`src/rtl/mc_ctrl_if.sv`:
```
// Memory handshake bundle between the control unit and the unified I/D memory.
interface mc_ctrl_if;
   logic       mem_req;
   logic       mem_ready;
   logic       IorD;
   logic [1:0] MemWrite;

   modport master (output mem_req, output IorD, output MemWrite, input mem_ready);
   modport slave  (input mem_req, input IorD, input MemWrite, output mem_ready);
endinterface

```
`src/rtl/mc_ctrl.sv`:
```
// Multicycle MIPS control unit: sequences fetch/decode/exec/mem/writeback,
// drives the memory handshake and counts retired instructions.
module mc_ctrl #(
   parameter int unsigned ALUOP_W = 4,
   parameter int unsigned CNT_W   = 32
) (
   input  logic               clk,
   input  logic               rstn,
   mc_ctrl_if.master          mem,
   input  logic [5:0]         Op,
   input  logic [5:0]         Funct,
   input  logic               Zero,
   output logic               IRWrite,
   output logic               PCWrite,
   output logic [1:0]         NPCOp,
   output logic               RegWrite,
   output logic               EXTOp,
   output logic               ALUSrcA,
   output logic [1:0]         ALUSrcB,
   output logic [ALUOP_W-1:0] ALUOp,
   output logic [1:0]         GPRSel,
   output logic [1:0]         WDSel,
   output logic [2:0]         LAddr,
   output logic [3:0]         state,
   output logic               illegal,
   output logic [CNT_W-1:0]   instret
);

   localparam int unsigned AW = 4;
   localparam logic [AW-1:0] ALU_ADD = 4'b0001, ALU_SUB = 4'b0010, ALU_AND = 4'b0011,
                             ALU_OR = 4'b0100, ALU_SLT = 4'b0101, ALU_SLTU = 4'b0110,
                             ALU_NOR = 4'b1000, ALU_XOR = 4'b1001, ALU_SRLV = 4'b1010,
                             ALU_SLLV = 4'b1011, ALU_SRAV = 4'b1100;

   typedef enum logic [3:0] {
      S_IDLE = 4'd0, S_FETCH = 4'd1, S_DECODE = 4'd2, S_EXEC = 4'd3, S_MEMRD = 4'd4,
      S_MEMWR = 4'd5, S_WB = 4'd6, S_BRANCH = 4'd7, S_JUMP = 4'd8, S_TRAP = 4'd9
   } state_e;

   typedef enum logic [2:0] {
      CLS_ALU, CLS_LOAD, CLS_STORE, CLS_BRANCH, CLS_JUMP, CLS_ILL
   } cls_e;

   state_e         r_state, w_next;
   cls_e           r_cls, w_cls;
   logic [2:0]     r_sub, w_sub;
   logic [AW-1:0]  r_aluop, w_aluop, w_aluop_out;
   logic           r_extop, w_extop, r_itype, w_itype, r_bne, w_bne, r_jal, w_jal;
   logic [1:0]     r_gprsel, w_gprsel;
   logic           r_illegal;
   logic [CNT_W-1:0] r_instret;
   logic           w_retire, w_mem_req, w_iord;
   logic [1:0]     w_memwrite;

   // Instruction decode from the IR fields; only sampled in DECODE.
   always_comb begin
      w_cls    = CLS_ILL;
      w_sub    = 3'b000;
      w_aluop  = ALU_ADD;
      w_extop  = 1'b1;
      w_gprsel = 2'b01;
      w_itype  = 1'b1;
      w_bne    = 1'b0;
      w_jal    = 1'b0;
      case (Op)
         6'b000000: begin
            w_cls    = CLS_ALU;
            w_itype  = 1'b0;
            w_gprsel = 2'b00;
            case (Funct)
               6'b100000, 6'b100001: w_aluop = ALU_ADD;
               6'b100010, 6'b100011: w_aluop = ALU_SUB;
               6'b100100:            w_aluop = ALU_AND;
               6'b100101:            w_aluop = ALU_OR;
               6'b100111:            w_aluop = ALU_NOR;
               6'b100110:            w_aluop = ALU_XOR;
               6'b101010:            w_aluop = ALU_SLT;
               6'b101011:            w_aluop = ALU_SLTU;
               6'b000100:            w_aluop = ALU_SLLV;
               6'b000110:            w_aluop = ALU_SRLV;
               6'b000111:            w_aluop = ALU_SRAV;
               default:              w_cls   = CLS_ILL;
            endcase
         end
         6'b001000: w_cls = CLS_ALU;
         6'b001101: begin w_cls = CLS_ALU; w_aluop = ALU_OR; w_extop = 1'b0; end
         6'b100011: begin w_cls = CLS_LOAD;  w_sub = 3'b000; end
         6'b100000: begin w_cls = CLS_LOAD;  w_sub = 3'b001; end
         6'b100100: begin w_cls = CLS_LOAD;  w_sub = 3'b010; end
         6'b100001: begin w_cls = CLS_LOAD;  w_sub = 3'b011; end
         6'b100101: begin w_cls = CLS_LOAD;  w_sub = 3'b100; end
         6'b101011: begin w_cls = CLS_STORE; w_sub = 3'b001; end
         6'b101000: begin w_cls = CLS_STORE; w_sub = 3'b010; end
         6'b101001: begin w_cls = CLS_STORE; w_sub = 3'b011; end
         6'b000100: w_cls = CLS_BRANCH;
         6'b000101: begin w_cls = CLS_BRANCH; w_bne = 1'b1; end
         6'b000010: w_cls = CLS_JUMP;
         6'b000011: begin w_cls = CLS_JUMP; w_jal = 1'b1; w_gprsel = 2'b10; end
         default:   w_cls = CLS_ILL;
      endcase
   end

   // State register, decoded-instruction latch, sticky illegal flag, retire counter.
   always_ff @(posedge clk or negedge rstn) begin
      if (!rstn) begin
         r_state   <= S_IDLE;
         r_cls     <= CLS_ALU;
         r_sub     <= 3'b000;
         r_aluop   <= '0;
         r_extop   <= 1'b0;
         r_itype   <= 1'b0;
         r_bne     <= 1'b0;
         r_jal     <= 1'b0;
         r_gprsel  <= 2'b00;
         r_illegal <= 1'b0;
         r_instret <= '0;
      end else begin
         r_state <= w_next;
         if (r_state == S_DECODE) begin
            r_cls    <= w_cls;
            r_sub    <= w_sub;
            r_aluop  <= w_aluop;
            r_extop  <= w_extop;
            r_itype  <= w_itype;
            r_bne    <= w_bne;
            r_jal    <= w_jal;
            r_gprsel <= w_gprsel;
            if (w_cls == CLS_ILL) r_illegal <= 1'b1;
         end
         if (w_retire) r_instret <= r_instret + CNT_W'(1);
      end
   end

   // Next-state and control outputs.
   always_comb begin
      w_next      = r_state;
      w_retire    = 1'b0;
      w_mem_req   = 1'b0;
      w_iord      = 1'b0;
      w_memwrite  = 2'b00;
      IRWrite     = 1'b0;
      PCWrite     = 1'b0;
      NPCOp       = 2'b00;
      RegWrite    = 1'b0;
      EXTOp       = 1'b0;
      ALUSrcA     = 1'b0;
      ALUSrcB     = 2'b00;
      w_aluop_out = '0;
      GPRSel      = 2'b00;
      WDSel       = 2'b00;
      LAddr       = 3'b000;
      case (r_state)
         S_IDLE: w_next = S_FETCH;
         S_FETCH: begin
            w_mem_req = 1'b1;
            if (mem.mem_ready) begin
               IRWrite = 1'b1;
               PCWrite = 1'b1;
               w_next  = S_DECODE;
            end
         end
         S_DECODE: begin
            case (w_cls)
               CLS_BRANCH: w_next = S_BRANCH;
               CLS_JUMP:   w_next = S_JUMP;
               CLS_ILL:    w_next = S_TRAP;
               default:    w_next = S_EXEC;
            endcase
         end
         S_EXEC: begin
            ALUSrcA     = 1'b1;
            ALUSrcB     = r_itype ? 2'b10 : 2'b00;
            w_aluop_out = r_aluop;
            EXTOp       = r_extop;
            case (r_cls)
               CLS_LOAD:  w_next = S_MEMRD;
               CLS_STORE: w_next = S_MEMWR;
               default:   w_next = S_WB;
            endcase
         end
         S_MEMRD: begin
            w_mem_req = 1'b1;
            w_iord    = 1'b1;
            LAddr     = r_sub;
            if (mem.mem_ready) w_next = S_WB;
         end
         S_MEMWR: begin
            w_mem_req  = 1'b1;
            w_iord     = 1'b1;
            w_memwrite = r_sub[1:0];
            if (mem.mem_ready) begin
               w_retire = 1'b1;
               w_next   = S_FETCH;
            end
         end
         S_WB: begin
            RegWrite = 1'b1;
            if (r_cls == CLS_LOAD) begin
               GPRSel = 2'b01;
               WDSel  = 2'b01;
               LAddr  = r_sub;
            end else begin
               GPRSel = r_gprsel;
            end
            w_retire = 1'b1;
            w_next   = S_FETCH;
         end
         S_BRANCH: begin
            ALUSrcA     = 1'b1;
            w_aluop_out = ALU_SUB;
            NPCOp       = 2'b01;
            PCWrite     = r_bne ? ~Zero : Zero;
            w_retire    = 1'b1;
            w_next      = S_FETCH;
         end
         S_JUMP: begin
            NPCOp   = 2'b10;
            PCWrite = 1'b1;
            if (r_jal) begin
               RegWrite = 1'b1;
               GPRSel   = 2'b10;
               WDSel    = 2'b10;
            end
            w_retire = 1'b1;
            w_next   = S_FETCH;
         end
         S_TRAP:  w_next = S_TRAP;
         default: w_next = S_IDLE;
      endcase
   end

   assign mem.mem_req  = w_mem_req;
   assign mem.IorD     = w_iord;
   assign mem.MemWrite = w_memwrite;
   assign ALUOp        = ALUOP_W'(w_aluop_out);
   assign state        = r_state;
   assign illegal      = r_illegal;
   assign instret      = r_instret;

endmodule

```
`src/flat_wrapper.sv`:
```
// flat-port wrapper written by rule: the top's interface ports become plain ports
module mc_ctrl_flat 
#(
   parameter int unsigned ALUOP_W = 4,
   parameter int unsigned CNT_W   = 32
)
  (clk, rstn, Op, Funct, Zero, IRWrite, PCWrite, NPCOp, RegWrite, EXTOp, ALUSrcA, ALUSrcB, ALUOp, GPRSel, WDSel, LAddr, state, illegal, instret, mem_mem_req, mem_IorD, mem_MemWrite, mem_mem_ready);
  mc_ctrl_if mem_i ();
  input  logic clk;
  input  logic rstn;
  input  logic [5:0] Op;
  input  logic [5:0] Funct;
  input  logic Zero;
  output logic IRWrite;
  output logic PCWrite;
  output logic [1:0] NPCOp;
  output logic RegWrite;
  output logic EXTOp;
  output logic ALUSrcA;
  output logic [1:0] ALUSrcB;
  output logic [ALUOP_W-1:0] ALUOp;
  output logic [1:0] GPRSel;
  output logic [1:0] WDSel;
  output logic [2:0] LAddr;
  output logic [3:0] state;
  output logic illegal;
  output logic [CNT_W-1:0] instret;
  output wire logic [$bits(mem_i.mem_req)-1:0] mem_mem_req;
  output wire logic [$bits(mem_i.IorD)-1:0] mem_IorD;
  output wire logic [$bits(mem_i.MemWrite)-1:0] mem_MemWrite;
  input wire logic [$bits(mem_i.mem_ready)-1:0] mem_mem_ready;
  assign mem_mem_req = mem_i.mem_req;
  assign mem_IorD = mem_i.IorD;
  assign mem_MemWrite = mem_i.MemWrite;
  assign mem_i.mem_ready = mem_mem_ready;
  mc_ctrl #(.ALUOP_W(ALUOP_W), .CNT_W(CNT_W)) u_core (.clk(clk), .rstn(rstn), .mem(mem_i), .Op(Op), .Funct(Funct), .Zero(Zero), .IRWrite(IRWrite), .PCWrite(PCWrite), .NPCOp(NPCOp), .RegWrite(RegWrite), .EXTOp(EXTOp), .ALUSrcA(ALUSrcA), .ALUSrcB(ALUSrcB), .ALUOp(ALUOp), .GPRSel(GPRSel), .WDSel(WDSel), .LAddr(LAddr), .state(state), .illegal(illegal), .instret(instret));
endmodule
```
`config.mk`:
```
export PLATFORM = sky130hd
export DESIGN_NAME = mc_ctrl_flat
export DESIGN_NICKNAME = d
export VERILOG_FILES = /design/src/rtl/mc_ctrl_if.sv /design/src/rtl/mc_ctrl.sv /design/src/flat_wrapper.sv
export SDC_FILE = /design/constraint.sdc
export NUM_CORES = 1
export LEC_CHECK = 0
export BUFFER_PORTS_ARGS = -buffer_cell sky130_fd_sc_hd__buf_2
export CELL_PAD_IN_SITES_DETAIL_PLACEMENT = 2
export CELL_PAD_IN_SITES_GLOBAL_PLACEMENT = 2
export CORE_ASPECT_RATIO = 1.75
export CORE_MARGIN = 1.5
export CORE_UTILIZATION = 35
export CTS_BUF_LIST = sky130_fd_sc_hd__clkbuf_8
export DETAILED_ROUTE_END_ITERATION = 12
export GPL_ROUTABILITY_DRIVEN = 0
export PLACE_DENSITY_LB_ADDON = 0.1
export RECOVER_POWER = 100
export SKIP_CTS_REPAIR_TIMING = 1
export SLEW_MARGIN = 20
export SYNTH_ARGS = -nofsm -noshare
export SYNTH_HDL_FRONTEND = slang
export SYNTH_SLANG_ARGS = --single-unit
```
`constraint.sdc`:
```
create_clock -name clk -period 5.15 [get_ports clk]
set_input_delay 0.515 -clock clk [delete_from_list [all_inputs] [get_ports clk]]
set_output_delay 0.515 -clock clk [all_outputs]
set_load 0.05 [all_outputs]
```
==> results_dict.tcl <==
set metrics [dict create \
    grt_pass1_vias 2952 \
    tns_ps 0 \
    cpMaxStageDelayCell "nor4b_1" \
    vias 2699 \
    grt_pass1_wl_um 14800 \
    critPathMaxFanout 23 \
    netlist_area_um2 3050 \
    ant_nets 0 \
    finalCritPeriodShare_pct 67.0 \
    die_w_um 73.5 \
    dieArea_um2 9300 \
    drv_cap 1 \
    vias_per_cell 5.25 \
    n_antenna_cell 0 \
    core_um2 8370 \
    post-dp-hpwl_um 7120 \
    synthToLayoutAreaGrowth_pct 13.5 \
    ys_ff_latch 52 \
    worstPathCellList "nor4b_1, and2_1, clkbuf_1" \
    wl_per_cell_um 17.4 \
    rsz0062_at_grt "no" \
    grt_max_degree 53 \
    violations "capacitance limit, slew limit" \
    worst-endpoint-required_ps 4640 \
    synthTopCellsByArea "dfrtp_1 43%, xnor2_1 5.7%, xor2_1 4.9%" \
    cts_buffers 5 \
    critPathBufInv 1 \
    status "complete, but fails checks" \
    fmax_ghz 0.290 \
    drv_slew 53 \
    min_to "u_core.instret[31]" \
    ys.flop_type "dfrtp_1" \
    first_pass_iters 4 \
    critPathArrivalTime_ps 2940 \
    cpPeakStageDelay_ps 1240 \
    cts_max_level 2 \
    yosysWarnings 0 \
    cts.sinks 52 \
    setup_viol 0 \
    r2r_end "u_core.instret[9]" \
    fp-row-count 44 \
    placed_area_um2 3500 \
    port-buffer-count 75 \
    r2r_start "u_core.state[1]" \
    p_total_mw 1.48 \
    min_path_cells 1 \
    syn_nets 349 \
    initial_utilization_pct 36.4 \
    antenna_found_initial 0 \
    final-instance-count-excl-fill 514 \
    fin_crit_ps 3450 \
    path_class "reg2out" \
    slew_headroom_pct -89.7 \
    fin_worst_skew_ps 9.03 \
    path_clk_slew_ps 100 \
    grtUsageTotal_pct 20.4 \
    hp-start "u_core.instret[31]" \
    synth.top_cell.area_share_pct 42.7 \
    yosys.area.top_type "dfrtp_1" \
    clockBufferDepth 2 \
    startpoint_type "flip-flop" \
    design_area_um2 3460 \
    crit_family "simple AND/OR/NAND/NOR gates" \
    clk_latency_ps 320 \
    r2r_slack_ps 1810 \
    drt-initial-drc-count 51 \
    synthArstFlopShare_pct 100 \
    seq_area_frac_synth_pct 42.7 \
    die_h_um 126 \
    dp.cells 506 \
    pwr_density_cell_nw_per_um2 427 \
    tightest_slew_ps 2850 \
    overflow 0 \
    drt_wl_total_um 8970 \
    syn_area_per_cell_um2 9.18 \
    timing_hold_violations_final 0 \
    tritoncts "yes" \
    syn-instance-count 332 \
    p_leak_nw 1.54 \
    utilization_pct 41.3 \
    drive_gt1_share_pct 6.77 \
    root_buffer "clkbuf_8" \
    drc 0 \
    rr_worst_depth 5 \
    synth_cell_types 56 \
    synth-edff-count 0 \
    final_nets 415 \
    worstSetupEndpointType "output pin" \
    hp-class "reg2reg" \
    ios 77 \
    vdd_drop_max_uv 138 \
]
## registers in the layout, summed over array words and instances, names as in the netlist
| register | cells |
|---|---|
| u_core.r_aluop | 4 |
| u_core.r_extop | 1 |
| u_core.r_gprsel | 1 |
| u_core.illegal | 1 |
| u_core.state | 4 |
| u_core.r_jal | 1 |
| u_core.r_bne | 1 |
| u_core.r_cls | 3 |
| u_core.r_sub | 3 |
| u_core.instret | 32 |
| u_core.r_itype | 1 |
## synthesized netlist by cell type (8+ instances only)
cell type,instances
clkbuf_1,13
xnor2_1,20
nor3_1,15
and3_1,8
dfrtp_1,52
o21ai_0,8
nor2_1,34
xor2_1,17
a31oi_1,8
inv_1,11
nand2_1,32
nand3_1,11
and2_1,11
## cell type report
cell class,instances,area [um^2]
timing repair buffer,77,307
clock buffer,6,82.6
fill,1044,4910
inverter,11,41.3
multi-input combinational,251,1570
clock inverter,2,13.8
tap,115,144
sequential,52,1300
## metrics by stage
step           worst slack (ps)  hold WS [ps]
3_3_place_gp               2690           454
6_report                   1700           474
4_1_cts                    2200           332
5_1_grt                    1530           492
3_5_place_dp               2620           461
2_1_floorplan              1940           219
## cells in the final DEF (no fill, tap or decap), drive strengths merged, types with 2 or more instances in the layout
| cell type | netlist | layout |
|---|---|---|
| nor4b | 3 | 3 |
| nand2 | 32 | 32 |
| clkbuf | 13 | 69 |
| o31a | 2 | 2 |
| o21ai | 14 | 14 |
| a22o | 4 | 4 |
| nor4 | 3 | 3 |
| nor2 | 36 | 36 |
| a31oi | 8 | 8 |
| o211ai | 2 | 2 |
| o31ai | 4 | 4 |
| a21oi | 6 | 6 |
| buf | 5 | 14 |
| a21o | 4 | 4 |
| nand3b | 3 | 3 |
| nand3 | 11 | 11 |
| a22oi | 4 | 4 |
| nand2b | 5 | 5 |
| xnor2 | 20 | 20 |
| a211oi | 4 | 4 |
| inv | 11 | 12 |
| nand4 | 9 | 9 |
| and3 | 8 | 8 |
| a32o | 2 | 2 |
| xor2 | 17 | 17 |
| nor3 | 16 | 16 |
| dfrtp | 52 | 52 |
| nor2b | 4 | 4 |
| a221oi | 2 | 2 |
| nor3b | 4 | 4 |
| and2 | 11 | 11 |
## worst reg2reg max path: cells and delay by family (launching register included)
kind | cells | cell delay (ps)
compound gates | 1 | 550
xor+xnor | 1 | 190
flops | 1 | 640
simple gates | 3 | 1880
## worst max path at each step
stage	depth (start not counted)	start	end	slack, ps
floorplan	5	u_core.state[1]	PCWrite	1940
global placement	4	u_core.state[2]	LAddr[0]	2690
detailed placement	4	u_core.state[2]	LAddr[0]	2620
CTS	4	u_core.state[2]	LAddr[0]	2200
global route	3	u_core.state[1]	WDSel[1]	1530
finish	3	u_core.state[1]	WDSel[1]	1700
## power breakdown
| group | switching [mW] | internal (mW) | leakage (nW) |
|---|---|---|---|
| Combinational | 0.462 | 0.162 | 0.830 |
| Sequential | 0.125 | 0.473 | 0.662 |
| Clock | 0.144 | 0.110 | 0.0516 |
| Total | 0.731 | 0.745 | 1.54 |
## kinds of logic (layout without fill, tap and decap cells)
| logic type | after synthesis | count (layout) | share of synthesized area (%) |
|---|---|---|---|
| xor gates and xnor gates | 37 | 37 | 10.6 |
| muxes | 1 | 1 | 0.369 |
| AOI/OAI and AO/OA | 61 | 61 | 14.2 |
| and+or+nand+nor | 150 | 150 | 27.5 |
| DFF | 52 | 52 | 42.7 |
| adders and majority gates | 1 | 1 | 0.410 |
| other | 1 | 1 | 0.123 |
| buffers and inverters | 29 | 96 | 3.98 |
## routing by layer
metal  GRT usage, %  vias up  part of all wire [%]
li1               -     1285                     -
met1           19.8     1349                    35
met2           40.5       52                    59
met3           2.54       13                   2.8
met4           8.82        0                   3.5
met5              0        -                     0
No activity file was read; power rests on OpenSTA's default activity.
